## config.mk

```make
export PLATFORM = sky130hd
export DESIGN_NAME = cabin_call_debounce
export DESIGN_NICKNAME = d
export VERILOG_FILES = /design/src/rtl/cabin_ctrl_pkg.sv /design/src/rtl/cabin_input_sync.sv /design/src/rtl/cabin_call_debounce.sv
export SDC_FILE = /design/constraint.sdc
export NUM_CORES = 1
export LEC_CHECK = 0
export CAP_MARGIN = 10
export CORE_ASPECT_RATIO = 0.8
export CORE_MARGIN = 2
export CORE_UTILIZATION = 48
export CTS_CLUSTER_SIZE = 20
export DETAILED_ROUTE_END_ITERATION = 8
export GPL_TIMING_DRIVEN = 0
export HOLD_SLACK_MARGIN = 0.12
export PLACE_DENSITY = 0.72
export SKIP_CTS_REPAIR_TIMING = 1
export SKIP_LAST_GASP = 1
export SLEW_MARGIN = 20
export SYNTH_ARGS = -nofsm -noshare
export SYNTH_HDL_FRONTEND = slang
export SYNTH_SLANG_ARGS = --single-unit
```

## constraint.sdc

```tcl
create_clock -name clk -period 1.6 [get_ports clk]
set_input_delay 0.24 -clock clk [delete_from_list [all_inputs] [get_ports clk]]
set_output_delay 0.24 -clock clk [all_outputs]
set_load 0.02 [all_outputs]
```

## src/rtl/cabin_ctrl_pkg.sv

```systemverilog
// Shared types and default constants for the cabin call-button debouncer.
package cabin_ctrl_pkg;

  localparam int DEF_DEBOUNCE_CYCLES = 16;
  localparam int DEF_SYNC_STAGES     = 2;
  localparam int DEF_LONG_CYCLES     = 1000;

  typedef enum logic [1:0] {
    IDLE,
    WAIT_PRESS,
    PRESSED,
    WAIT_RELEASE
  } dbn_state_e;

  typedef struct packed {
    logic level;
    logic press;
    logic call_en;
    logic call_d;
  } dbn_out_t;

  // One counter serves both the stable-sample count and the long-press age.
  function automatic int cnt_width(input int deb, input int lng);
    int top;
    top = (deb > lng) ? deb : lng;
    return $clog2(top + 1);
  endfunction

endpackage

```

## src/rtl/cabin_input_sync.sv

```systemverilog
// Multi-flop synchronizer bringing the raw call button into the clk domain.
module cabin_input_sync
  import cabin_ctrl_pkg::*;
#(
  parameter int SYNC_STAGES = DEF_SYNC_STAGES
) (
  input  logic clk,
  input  logic reset_n,
  input  logic d,
  output logic q
);

  logic [SYNC_STAGES-1:0] chain_q;

  always_ff @(posedge clk or negedge reset_n) begin
    if (!reset_n) begin
      chain_q <= '0;
    end else begin
      chain_q <= {chain_q[SYNC_STAGES-2:0], d};
    end
  end

  assign q = chain_q[SYNC_STAGES-1];

endmodule

```

## src/rtl/cabin_call_debounce.sv

```systemverilog
// Cabin call-button debouncer with press pulse and call-light write port.
// Optional long-press pulse enabled by defining CABIN_CALL_LONG_PRESS_EN.
module cabin_call_debounce
  import cabin_ctrl_pkg::*;
#(
  parameter int DEBOUNCE_CYCLES = DEF_DEBOUNCE_CYCLES,
  parameter int SYNC_STAGES     = DEF_SYNC_STAGES,
  parameter int LONG_CYCLES     = DEF_LONG_CYCLES
) (
  input  logic clk,
  input  logic reset_n,
  input  logic btn_raw,
  input  logic clear,
  output logic btn_level,
  output logic press_pulse,
  output logic call_en,
  output logic call_d,
  output logic long_pulse
);

  localparam int CW = cnt_width(DEBOUNCE_CYCLES, LONG_CYCLES);

  localparam logic [CW-1:0] ONE =
    CW'(1);
  localparam logic [CW-1:0] DEB_LAST =
    CW'(DEBOUNCE_CYCLES - 1);

`ifdef CABIN_CALL_LONG_PRESS_EN
  localparam logic [CW-1:0] LONG_LAST =
    CW'(LONG_CYCLES - 1);
  localparam logic [CW-1:0] LONG_SAT =
    CW'(LONG_CYCLES);
  logic long_q;
`endif

  logic       s;
  dbn_state_e state_q;
  logic [CW-1:0] cnt_q;
  dbn_out_t   out_q;

  cabin_input_sync #(
    .SYNC_STAGES(SYNC_STAGES)
  ) u_sync (
    .clk    (clk),
    .reset_n(reset_n),
    .d      (btn_raw),
    .q      (s)
  );

  always_ff @(posedge clk or negedge reset_n) begin
    if (!reset_n) begin
      state_q <= IDLE;
      cnt_q   <= '0;
      out_q   <= '0;
`ifdef CABIN_CALL_LONG_PRESS_EN
      long_q  <= 1'b0;
`endif
    end else begin
      out_q.press   <= 1'b0;
      out_q.call_en <= clear;
      out_q.call_d  <= 1'b0;
`ifdef CABIN_CALL_LONG_PRESS_EN
      long_q        <= 1'b0;
`endif
      unique case (state_q)
        IDLE: begin
          if (s) begin
            state_q <= WAIT_PRESS;
            cnt_q   <= ONE;
          end
        end
        WAIT_PRESS: begin
          if (!s) begin
            state_q <= IDLE;
            cnt_q   <= '0;
          end else if (cnt_q == DEB_LAST) begin
            // Press wins over a coincident clear.
            state_q       <= PRESSED;
            cnt_q         <= '0;
            out_q.level   <= 1'b1;
            out_q.press   <= 1'b1;
            out_q.call_en <= 1'b1;
            out_q.call_d  <= 1'b1;
          end else begin
            cnt_q <= cnt_q + ONE;
          end
        end
        PRESSED: begin
          if (!s) begin
            state_q <= WAIT_RELEASE;
            cnt_q   <= ONE;
          end
`ifdef CABIN_CALL_LONG_PRESS_EN
          else if (cnt_q == LONG_LAST) begin
            cnt_q  <= LONG_SAT;
            long_q <= 1'b1;
          end else if (cnt_q != LONG_SAT) begin
            cnt_q <= cnt_q + ONE;
          end
`endif
        end
        WAIT_RELEASE: begin
          if (s) begin
            state_q <= PRESSED;
            cnt_q   <= '0;
          end else if (cnt_q == DEB_LAST) begin
            state_q     <= IDLE;
            cnt_q       <= '0;
            out_q.level <= 1'b0;
          end else begin
            cnt_q <= cnt_q + ONE;
          end
        end
        default: begin
          state_q <= IDLE;
          cnt_q   <= '0;
        end
      endcase
    end
  end

  assign btn_level   = out_q.level;
  assign press_pulse = out_q.press;
  assign call_en     = out_q.call_en;
  assign call_d      = out_q.call_d;

`ifdef CABIN_CALL_LONG_PRESS_EN
  assign long_pulse = long_q;
`else
  assign long_pulse = 1'b0;
`endif

endmodule

```

; ---- Word-level counts from Yosys, hierarchy flattened
; Index checks and enable logic that the tools add are counted.
[classes]
mux = 19
n_eq_ne = 12
reduce_logical = 5
addsub = 1
[ops]
columns = operator, count
row1 = 2-to-1 mux 10 bit, 5
row2 = one-hot mux 10 bit (4 select lines), 1
row3 = 2-to-1 mux 2 bit, 6
row4 = "adder 10 x 1 -> 10 bit, second input constant", 1
row5 = "== test 10 x 4 -> 1 bit, second input constant", 1
row6 = 2-to-1 mux 4 bit, 2
row7 = "inequality test 2 bit, second input constant", 4
row8 = one-hot mux 2 bit (4 select lines), 1
row9 = AND reduction 5 bit, 1
row10 = "== test 2 bit, second input constant", 2
row11 = "inequality test 2 x 1 -> 1 bit, second input constant", 2
row12 = AND reduction 4 bit, 1
row13 = 2-to-1 mux 3 bit, 1
row14 = "inequality test 3 x 2 -> 1 bit, second input constant", 1
row15 = "inequality test 3 bit, second input constant", 1
row16 = "== test 2 x 1 -> 1 bit, second input constant", 1
row17 = logical NOT 2 bit, 1
row18 = 2-to-1 mux 1 bit, 2
row19 = one-hot mux 1 bit (2 select lines), 1
row20 = AND reduction 2 bit, 1
row21 = nonzero test 2 bit, 1
[totals]
word_cells = 44
regBits = 18
inputBits = 4
out_inout_bits = 5

; ---- Logic depth before layout (Yosys ltp)
; Gate-level depths: netlist of the first run.
[depth]
depth_word = 4
ltp_mapped = 7
mapped_depth_nobuf = 5

; ---- Cells and area by module
; Synthesis of the first run repeated with hierarchy kept, for this count alone.
[unflattened]
hier_cells = 83
area_unflattened_um2 = 849.6
[modules_own_cells]
columns = mod, n_inst, area_per_inst_um2, cells_each
row1 = cabin_call_debounce, 1, 799.5, 81
row2 = cabin_input_sync, 1, 50.0, 2

; ---- Worst setup path after synthesis of the first run
; OpenSTA, ideal clock, no wires.
[synth_path]
path_kind = flip-flop to flip-flop
start = register cnt_q[0]
end = register cnt_q[6]
arrival_time_ps = 1614
setup_time_ps = 79
setup_slack_ps = -93
path_buffers = 2
synth_period_minus_slack_ps = 1693
path_stages_with_launch = 8
cell_sequence = dfrtp_1 > ha_1 > and3_1 > buf_2 > a311oi_4 > buf_6 > nand4_1 > mux2i_1
[synth_between]
elab_chain_cells = 4
[synth_lines]
columns = element, line_no
row1 = start: declaration, cabin_call_debounce.sv:38  ; logic [CW-1:0] cnt_q;
row2 = start signal: assignment, cabin_call_debounce.sv:85  ; cnt_q <= cnt_q + ONE;
row3 = start signal: assignment, cabin_call_debounce.sv:111  ; cnt_q <= cnt_q + ONE;
row4 = adder 10 x 1 -> 10 bit / == test 10 x 4 -> 1 bit (equally long branches), -
row5 = 2-to-1 mux 10 bit (*), "cabin_call_debounce.sv:76, cabin_call_debounce.sv:106"
row6 = "2-to-1 mux 10 bit, on equally long branches", "cabin_call_debounce.sv:103, cabin_call_debounce.sv:73"
row7 = one-hot mux 10 bit (4 select lines) (*), cabin_call_debounce.sv:65  ; unique case (state_q)
; Every way passes the cells marked *; elsewhere a longest branch is shown, timed or not.
; A chain may end at the register's enable or synchronous reset.

; ---- Worst setup path after layout of the first run
[layout_path]
start = register cnt_q[0]
end = register cnt_q[5]
; Same word-level chain as after synthesis.

==> results of run 1 <==
-- registers in the layout, indices dropped and copies added, names as in the netlist, named ones only --
name / flops
state_q: 1
call_d: 1
btn_level: 1
u_sync.chain_q: 2
cnt_q: 10
call_en: 1
-- worst reg2reg max path, cell delays in order (launching register included) --
cell and delay [ns]:
sky130_fd_sc_hd__dfrtp_1 0.42, sky130_fd_sc_hd__ha_2 0.21, sky130_fd_sc_hd__and3_4 0.22, sky130_fd_sc_hd__a311oi_4 0.37, sky130_fd_sc_hd__buf_6 0.18, sky130_fd_sc_hd__a21oi_1 0.06
sky130_fd_sc_hd__a31oi_1 0.16
-- power groups by stage --
stage,Clock [mW],Combinational (mW),Sequential [mW]
floorplan,0,0.210,0.533
global placement,0,0.267,0.541
detailed placement,0,0.272,0.542
CTS,0.240,0.272,0.533
global route,0.257,0.411,0.538
finish,0.227,0.373,0.532
-- path summary, 6_finish.rpt --
kind,start,to,slack (ns),cells past startpoint
worst min register to register,u_sync.chain_q[0],u_sync.chain_q[1],0.36,0
min in group asynchronous,reset_n,cnt_q[5],0.39,1
worst max-delay path,cnt_q[0],cnt_q[5],-0.09,6
worst max register to register,cnt_q[0],cnt_q[5],-0.09,6
max in group asynchronous,reset_n,cnt_q[9],0.69,1
worst min-delay path,u_sync.chain_q[0],u_sync.chain_q[1],0.36,0
-- cells by family after synthesis --
family	count (synthesis)	synth area share, %
xor gates and xnor gates	3	3.16
and+or+nand+nor	26	16.2
muxes	2	2.41
other	1	0.451
AOI/OAI and AO/OA	21	19.8
buffers and inverters	7	5.26
adders and majority gates	1	1.50
DFF	17	51.1
-- metrics by stage --
stage | hold WS [ns] | instance area [sq um] | setup WS [ns] | util (%)
final | 0.356 | 1070 | -0.0894 | 65.9
after floorplan | -0.0556 | 846 | -0.0468 | -
after global routing | 0.371 | 1070 | -0.181 | 65.9
after CTS | 0.360 | 970 | -0.276 | 59.6
after detailed placement | 0.337 | 943 | -0.236 | 58.0
after global placement | 0.333 | 943 | -0.219 | 58.0
-- routing by layer --
metal	routed length, um	share of wire [%]	track usage, %
met1	857	51	23.6
met2	751	44	24.7
met3	71	4.2	6.57
met4	17	1.0	6.08
met5	0	0	0
-- cell usage after synthesis, types with 2 or more instances --
cell type	n
sky130_fd_sc_hd__buf_2	2
sky130_fd_sc_hd__nor3_1	2
sky130_fd_sc_hd__xor2_1	2
sky130_fd_sc_hd__buf_4	2
sky130_fd_sc_hd__nor2_1	7
sky130_fd_sc_hd__mux2i_1	2
sky130_fd_sc_hd__a21o_1	2
sky130_fd_sc_hd__nand3_1	3
sky130_fd_sc_hd__a21oi_1	5
sky130_fd_sc_hd__a31oi_1	4
sky130_fd_sc_hd__dfrtp_1	17
sky130_fd_sc_hd__and3_1	2
sky130_fd_sc_hd__o21ai_0	2
sky130_fd_sc_hd__inv_1	2
sky130_fd_sc_hd__a22o_1	3
sky130_fd_sc_hd__nand4_1	3
sky130_fd_sc_hd__nand2_1	4
-- area by class of cell --
| class | count | area [sq um] | area share (%) |
|---|---|---|---|
| Multi-Input combinational cell | 54 | 409 | 38.2 |
| Sequential cell | 17 | 427 | 39.8 |
| Timing Repair Buffer | 16 | 144 | 13.4 |
| Clock buffer | 4 | 26.3 | 2.45 |
| Buffer | 4 | 31.3 | 2.92 |
| Tap cell | 22 | 27.5 | 2.57 |
| Inverter | 2 | 7.51 | 0.700 |
==> impl_metrics.py, run 1 <==
metrics = {
    "outcome": {
        "run_status": "complete, but fails checks",
        "failed_checks": "negative setup slack",
    },
    "place": {
        "io_buffer_count": 7,
        "place_hpwl_um": 1030,
        "gp_congestion": 0.757,
        "place.detailed.instances": 107,
    },
    "die": {
        "floorplan.die.width_um": 50.6,
        "rows": 13,
        "initial_core_util_pct": 51.2,
        "top_level_ports": 9,
        "die_h_um": 41.2,
        "die_area_sq_mm": 0.00208,
        "core_region_area_sq_mm": 0.00163,
    },
    "sta": {
        "max_slew_margin_pct": 49.1,
        "timing.fmax_mhz": 592,
        "setup_viol": 7,
        "rsz_0062_raised_after_global_routing": "true",
        "tns_ns": -0.466,
        "measured_slew_at_the_worst_slew_check_pin_ns": 0.761,
        "drv_slew": 0,
        "final.period_utilization_pct": 106,
        "timing_hold_violations_final": 0,
        "finalClockSkew_ns": 0.00550,
        "min_period_ns": 1.69,
        "layout_setup_ws_ns": -0.0894,
    },
    "worst_setup_path": {
        "required_ns": 1.81,
        "setup.worst_path.end_class": "flop",
        "worst_setup_path_start_kind": "flop",
        "crit_chain": "ha_2 -> and3_4 -> a311oi_4 -> buf_6 -> a21oi_1 -> a31oi_1",
        "timing_worst_setup_path_type": "reg -> reg",
        "buf_inv_on_cp": 1,
        "critPathTopFamily": "compound AO/OA/AOI/OAI gates",
        "worst_path_max_delay_cell": "sky130_fd_sc_hd__dfrtp_1",
        "timing.critical_path.slowest_cell_delay_ns": 0.42,
        "arrival_ns": 1.90,
        "critPathMaxFanout": 7,
    },
    "pwr": {
        "clock_power_share_pct": 20.0,
        "leakagePower_nw": 0.503,
        "p_seq_share_pct": 47.0,
        "powerDensity_mw_per_mm2": 1060,
        "power_mw": 1.13,
        "p_sw_uw": 369,
        "switching_power_share_of_the_total_pct": 32.6,
        "combinationalPowerShare_pct": 32.9,
        "internal-power_uw": 763,
        "peakVddDrop_uv": 855,
    },
    "global_routing": {
        "grt_pass1_wl_um": 2470,
        "gr-total-overflow": 0,
        "globalRouteTotalUtil_pct": 17.1,
        "largest_net_degree_at_the_start_of_global_routing": 18,
        "antenna_found_initial": 0,
        "via_count_of_the_first_global_routing_pass": 523,
    },
    "logic_synthesis": {
        "yosys.cell_types.count": 31,
        "yosys_warnings": 0,
        "synth_cells": 78,
        "synth_top_area_share_pct": 51.1,
        "syn-cell-area_sq_um": 832,
        "number_of_enable_type_register_cells_in_the_synthesized_netlist": 0,
        "synth_flop_cell": "sky130_fd_sc_hd__dfrtp_1",
        "synth-seq-cells": 17,
        "syn_nets": 83,
        "syn_area_per_cell_sq_um": 10.7,
        "synthArstFlopShare_pct": 100,
        "synth.yosys.seq_area_share_pct": 51.1,
        "yosys-top-cells-area": "sky130_fd_sc_hd__dfrtp_1, sky130_fd_sc_hd__a311oi_4, sky130_fd_sc_hd__nor2_1, sky130_fd_sc_hd__a22o_1, sky130_fd_sc_hd__a21oi_1",
        "synth_largest_area_cell": "sky130_fd_sc_hd__dfrtp_1",
    },
    "clocking": {
        "cts.sink_count": 17,
        "tritoncts": "yes",
        "path_clk_slew_ns": 0.10,
        "cts_htree_levels": 1,
        "clock_root_cell": "sky130_fd_sc_hd__clkbuf_4",
        "clk-insertion-delay-late_ns": 0.29,
        "cts_buffers": 3,
        "max-clock-path-buffers": 2,
    },
    "finish": {
        "post_layout_nonfiller_instances": 119,
        "antenna_cells_inserted": 0,
        "layout-area-overhead-vs-synth_pct": 28.9,
        "drive_above_1_share_pct": 29.9,
        "mostFrequentLayoutCell": "sky130_fd_sc_hd__dfrtp_1",
        "finalNetCount": 103,
        "final_cell_mix": "sky130_fd_sc_hd__dfrtp_1, sky130_fd_sc_hd__buf_4, sky130_fd_sc_hd__clkdlybuf4s50_1, sky130_fd_sc_hd__a21oi_1",
        "layout.filler_cells": 134,
    },
    "routing": {
        "route.detailed.wl_per_inst_um": 14.3,
        "vias": 672,
        "drt_iter0_markers": 20,
        "detail_route.drc_violations": 0,
        "detail_route.first_pass.iterations": 4,
        "wirelength_um": 1700,
        "ant_nets": 0,
        "average_vias_per_placed_instance": 5.65,
    },
    "worst_hold_path": {
        "min-delay-path-class": "reg -> reg",
    },
    "run": {
        "max-cap-violations": 0,
    },
}
Note: power is estimated with default switching activity, not from simulation.
==> run 2, diff against run 1 <==
--- a/config.mk
+++ b/config.mk
@@ -14,6 +14,7 @@
 export GPL_TIMING_DRIVEN = 0
 export HOLD_SLACK_MARGIN = 0.12
 export PLACE_DENSITY = 0.72
+export REMOVE_ABC_BUFFERS = 1
 export SKIP_CTS_REPAIR_TIMING = 1
 export SKIP_LAST_GASP = 1
 export SLEW_MARGIN = 20
==> run 2 against run 1 <==
Effect of this change: the run still ends with negative setup slack left; non-clock buffer count down 1; setup slack got worse by 0.051 ns; critical path depth unchanged; largest power group unchanged; cell area grew 1.9%; highest routed layer unchanged; first-iteration DRC count increased by 20%; flip-flop and latch count did not move; global-route usage is 0.40 points higher; die area did not move; core utilization rose by 1.2 points; critical path type unchanged.
==> impl_metrics.py, run 2 (same netlist as run 1, synthesis figures left out) <==
metrics = {
    "outcome": {
        "run_status": "complete, but fails checks",
        "failed_checks": "negative setup slack",
    },
    "clocking": {
        "tritoncts": "yes",
        "cts_htree_levels": 1,
        "clock_root_cell": "sky130_fd_sc_hd__clkbuf_4",
        "cts.sink_count": 17,
        "max-clock-path-buffers": 2,
        "path_clk_slew_ns": 0.09,
        "cts_buffers": 3,
        "clk-insertion-delay-late_ns": 0.28,
    },
    "sta": {
        "drv_slew": 0,
        "min_period_ns": 1.74,
        "setup_viol": 9,
        "layout_setup_ws_ns": -0.140,
        "max_slew_margin_pct": 49.6,
        "measured_slew_at_the_worst_slew_check_pin_ns": 0.753,
        "rsz_0062_raised_after_global_routing": "true",
        "finalClockSkew_ns": 0.00203,
        "timing.fmax_mhz": 575,
        "whs_ns": 0.359,
        "final.period_utilization_pct": 109,
        "timing_hold_violations_final": 0,
    },
    "finish": {
        "post_layout_nonfiller_instances": 118,
        "finalNetCount": 102,
        "mostFrequentLayoutCell": "sky130_fd_sc_hd__dfrtp_1",
        "largest_register": "cnt_q",
        "layout-area-overhead-vs-synth_pct": 31.3,
        "antenna_cells_inserted": 0,
        "final_cell_mix": "sky130_fd_sc_hd__dfrtp_1, sky130_fd_sc_hd__clkdlybuf4s50_1, sky130_fd_sc_hd__buf_4, sky130_fd_sc_hd__nor2_1",
        "largest_register_ff_count": 10,
        "drive_above_1_share_pct": 27.1,
        "reg.largest.list": "cnt_q (10), u_sync.chain_q (2)",
    },
    "worst_setup_path": {
        "crit_chain": "ha_2 -> and3_4 -> a311oi_4 -> buf_12 -> nand2b_1 -> a31oi_1",
        "setup.worst_path.end_class": "flop",
        "required_ns": 1.79,
        "timing_worst_setup_path_type": "reg -> reg",
        "timing.critical_path.slowest_cell_delay_ns": 0.41,
        "regToRegEndpoint": "cnt_q[2]",
        "reg2reg_setup_slack_ns": -0.14,
        "r2r_start": "cnt_q[1]",
        "worst_path_max_delay_cell": "sky130_fd_sc_hd__a311oi_4",
        "reg2reg_depth": 6,
        "critPathMaxFanout": 7,
        "arrival_ns": 1.93,
        "worst_setup_path_start_kind": "flop",
    },
    "routing": {
        "detail_route.wirelength.met1_um": 805,
        "drt_iter0_markers": 24,
        "met2WireLength_um": 967,
        "wirelength_um": 1910,
        "ant_nets": 0,
        "dr.max_layer_used": "met4",
        "detail_route.first_pass.iterations": 6,
        "detail_route.drc_violations": 0,
        "average_vias_per_placed_instance": 5.85,
        "vias": 690,
        "route.detailed.wl_per_inst_um": 16.2,
        "detailroute.wirelength.met3_um": 125,
    },
    "worst_hold_path": {
        "holdPathEnd": "u_sync.chain_q[1]",
        "holdCritStartpoint": "u_sync.chain_q[0]",
        "min-delay-path-class": "reg -> reg",
        "worst_hold_path.num_cells": 0,
    },
    "global_routing": {
        "globalRouteTotalUtil_pct": 17.6,
        "gr-total-overflow": 0,
        "largest_net_degree_at_the_start_of_global_routing": 18,
        "grt_pass1_wl_um": 2550,
        "antenna_found_initial": 0,
        "via_count_of_the_first_global_routing_pass": 567,
    },
    "die": {
        "initial_core_util_pct": 51.2,
        "floorplan.die.width_um": 50.6,
        "die_area_sq_mm": 0.00208,
        "rows": 13,
        "die_h_um": 41.2,
        "core_region_area_sq_mm": 0.00163,
        "top_level_ports": 9,
    },
    "pwr": {
        "powerDensity_mw_per_mm2": 1140,
        "peakVddDrop_uv": 689,
        "leakagePower_nw": 0.487,
    },
    "place": {
        "gp_congestion": 0.831,
        "place_hpwl_um": 1050,
        "place.detailed.instances": 102,
        "io_buffer_count": 7,
    },
    "run": {
        "max-cap-violations": 0,
    },
}
==> run 2: worst max-delay path by stage <==
stage / from / cells past startpoint / to
final: cnt_q[1] / 6 / cnt_q[2]
after global routing: cnt_q[1] / 6 / cnt_q[2]
after CTS: cnt_q[0] / 5 / cnt_q[5]
after detailed placement: cnt_q[0] / 5 / cnt_q[5]
after global placement: cnt_q[0] / 5 / cnt_q[5]
after floorplan: cnt_q[0] / 5 / cnt_q[5]
==> run 2: critical path: cells and delay by family (launching register included) <==
family,cells,cell delay [ns]
compound gates,2,0.62
flops,1,0.40
simple gates,2,0.27
fa+ha+maj,1,0.20
buf+inv,1,0.17
==> run 2: final cells by class <==
cell class	count	area [sq um]
Clock buffer	4	26.3
Fill cell	137	534
Inverter	2	7.51
Multi-Input combinational cell	54	403
Sequential cell	17	427
Tap cell	22	27.5
Timing Repair Buffer	19	201
==> run 2: routing by layer <==
metal / vias up / track usage [%]
met5: - / 0
met4: 0 / 4.05
met3: 2 / 6.57
met2: 26 / 31.6
met1: 339 / 20.7
li1: 323 / -
==> run 2: power by group <==
part	total [mW]	internal, mW	switching (mW)
registers	0.529	0.484	0.0449
logic	0.499	0.268	0.231
clock network	0.217	0.0966	0.120
total	1.25	0.849	0.396
==> run 2: stage by stage <==
| step | setup WS (ns) | total power, mW | utilization (%) | setup TNS [ns] | instance area [sq um] |
|---|---|---|---|---|---|
| 3_3_place_gp | -0.381 | 0.778 | 54.9 | -2.88 | 893 |
| 5_1_grt | -0.215 | 1.32 | 67.2 | -1.74 | 1090 |
| 3_5_place_dp | -0.439 | 0.794 | 54.9 | -3.50 | 893 |
| 6_report | -0.140 | 1.25 | 67.2 | -0.966 | 1090 |
| 2_1_floorplan | -0.163 | 0.721 | - | -0.797 | 796 |
| 4_1_cts | -0.448 | 1.02 | 56.5 | -3.81 | 920 |
==> run 3, diff against run 2 <==
--- a/config.mk
+++ b/config.mk
@@ -8,12 +8,11 @@
 export CAP_MARGIN = 10
 export CORE_ASPECT_RATIO = 0.8
 export CORE_MARGIN = 2
-export CORE_UTILIZATION = 48
+export CORE_UTILIZATION = 28
 export CTS_CLUSTER_SIZE = 20
 export DETAILED_ROUTE_END_ITERATION = 8
 export GPL_TIMING_DRIVEN = 0
 export HOLD_SLACK_MARGIN = 0.12
-export PLACE_DENSITY = 0.72
 export REMOVE_ABC_BUFFERS = 1
 export SKIP_CTS_REPAIR_TIMING = 1
 export SKIP_LAST_GASP = 1
==> constraint.sdc (replaced) <==
create_clock -name clk -period 1.6 [get_ports clk]
set_input_delay 0.16 -clock clk [delete_from_list [all_inputs] [get_ports clk]]
set_output_delay 0.16 -clock clk [all_outputs]
set_load 0.02 [all_outputs]
==> run 3 against run 2 <==
Effect of this change: the run still ends with negative setup slack left; die area rose by 64%; setup slack better by 0.026 ns; register-to-register slack better by 0.03 ns; non-clock buffer count down 3; flip-flop and latch count is the same; clock power increased by 49%; critical path depth stayed put; first-iteration DRC count grew 29%; via count down 3.6%; sequential share of layout area down 0.37 points; sequential power up 4.7%.
==> impl_metrics.py, run 3 (same netlist as run 1, synthesis figures left out) <==
metrics = {
    "die": {
        "die_area_sq_mm": 0.00343,
        "floorplan.die.width_um": 64.9,
        "rows": 17,
        "die_h_um": 52.8,
        "initial_core_util_pct": 29.9,
        "core_region_area_sq_mm": 0.00279,
        "top_level_ports": 9,
    },
    "finish": {
        "final_cell_mix": "sky130_fd_sc_hd__dfrtp_1, sky130_fd_sc_hd__clkdlybuf4s50_1, sky130_fd_sc_hd__buf_4, sky130_fd_sc_hd__nor2_1",
        "finish.instance_area_sq_mm": 0.00111,
        "post_layout_nonfiller_instances": 131,
        "finalNetCount": 99,
        "largest_register_ff_count": 10,
        "layout-area-overhead-vs-synth_pct": 32.9,
        "antenna_cells_inserted": 0,
        "reg.largest.list": "cnt_q (10), u_sync.chain_q (2)",
        "largest_register": "cnt_q",
        "drive_above_1_share_pct": 25.8,
        "mostFrequentLayoutCell": "sky130_fd_sc_hd__dfrtp_1",
    },
    "pwr": {
        "peakVddDrop_uv": 581,
        "leakagePower_nw": 0.477,
        "powerDensity_mw_per_mm2": 1150,
    },
    "sta": {
        "max_slew_margin_pct": 50.4,
        "final.period_utilization_pct": 107,
        "tns_ns": -0.638,
        "whs_ns": 0.342,
        "rsz_0062_raised_after_global_routing": "true",
        "timing_hold_violations_final": 0,
        "timing.fmax_mhz": 583,
        "layout_setup_ws_ns": -0.114,
        "setup_viol": 10,
        "min_period_ns": 1.71,
        "finalClockSkew_ns": 0.00487,
        "drv_slew": 0,
        "measured_slew_at_the_worst_slew_check_pin_ns": 0.742,
    },
    "routing": {
        "average_vias_per_placed_instance": 5.08,
        "detail_route.first_pass.iterations": 4,
        "vias": 665,
        "wirelength_um": 1790,
        "drt_iter0_markers": 31,
        "route.detailed.wl_per_inst_um": 13.6,
        "ant_nets": 0,
        "detail_route.drc_violations": 0,
    },
    "clocking": {
        "clk-insertion-delay-late_ns": 0.26,
        "cts_htree_levels": 1,
        "max-clock-path-buffers": 2,
        "path_clk_slew_ns": 0.07,
        "tritoncts": "yes",
        "cts.sink_count": 17,
        "cts_buffers": 3,
        "clock_root_cell": "sky130_fd_sc_hd__clkbuf_8",
    },
    "run": {
        "max-cap-violations": 0,
    },
    "worst_setup_path": {
        "worst_setup_path_start_kind": "flop",
        "critPathMaxFanout": 8,
        "reg2reg_setup_slack_ns": -0.11,
        "required_ns": 1.78,
        "timing_worst_setup_path_type": "reg -> reg",
        "critical_path.startpoint": "cnt_q[0]",
        "r2r_start": "cnt_q[0]",
        "setup.worst_path.end_class": "flop",
        "arrival_ns": 1.89,
    },
    "place": {
        "postPlaceCellArea_sq_um": 913,
        "gp_congestion": 0.752,
        "place_hpwl_um": 1050,
        "place.detailed.instances": 118,
        "io_buffer_count": 7,
    },
    "outcome": {
        "failed_checks": "negative setup slack",
        "run_status": "complete, but fails checks",
    },
    "global_routing": {
        "globalRouteTotalUtil_pct": 9.99,
        "largest_net_degree_at_the_start_of_global_routing": 18,
        "antenna_found_initial": 0,
        "gr-total-overflow": 0,
        "grt_pass1_wl_um": 2530,
        "via_count_of_the_first_global_routing_pass": 548,
    },
    "worst_hold_path": {
        "min-delay-path-class": "in -> async",
    },
}
[run 3: through the flow]
step	utilization (%)	total power [mW]	setup slack (ns)
global placement	32.8	0.782	-0.392
finish	39.7	1.27	-0.114
CTS	34.4	1.12	-0.475
detailed placement	32.8	0.795	-0.437
global route	39.7	1.34	-0.148
floorplan	-	0.721	-0.163
[run 3: final timing paths]
| check | cells past startpoint | to |
|---|---|---|
| worst max-delay path | 6 | cnt_q[6] |
| worst min-delay path | 1 | cnt_q[0] |
| worst max register to register | 6 | cnt_q[6] |
| worst min register to register | 0 | u_sync.chain_q[1] |
| max in group asynchronous | 1 | cnt_q[7] |
| min in group clk | 1 | u_sync.chain_q[0] |
[run 3: layer usage]
metal	vias up	part of all wire (%)	global-route usage [%]
met3	9	3.8	3.87
met5	-	0	0
met2	19	48	15.8
met4	0	3.8	3.19
met1	321	44	12.5
li1	316	-	-
[run 3: layout make-up]
class | instances | area [sq um]
Fill cell | 266 | 1680
Sequential cell | 17 | 428
Multi-Input combinational cell | 54 | 410
Tap cell | 38 | 47.5
Timing Repair Buffer | 16 | 168
Inverter | 2 | 7.51
Clock buffer | 4 | 45.0
[run 3: critical path: stages (launching register included)]
cell,delay [ns]
sky130_fd_sc_hd__dfrtp_1,0.45
sky130_fd_sc_hd__ha_4,0.19
sky130_fd_sc_hd__and3_4,0.19
sky130_fd_sc_hd__a311oi_4,0.37
sky130_fd_sc_hd__clkbuf_16,0.23
sky130_fd_sc_hd__nand4_1,0.08
sky130_fd_sc_hd__mux2i_1,0.13
[run 3: power by group]
group | switching (mW) | internal (mW) | leakage (nW)
combinational | 0.188 | 0.207 | 0.234
sequential | 0.0687 | 0.485 | 0.221
clock | 0.146 | 0.177 | 0.0228
total | 0.402 | 0.869 | 0.477
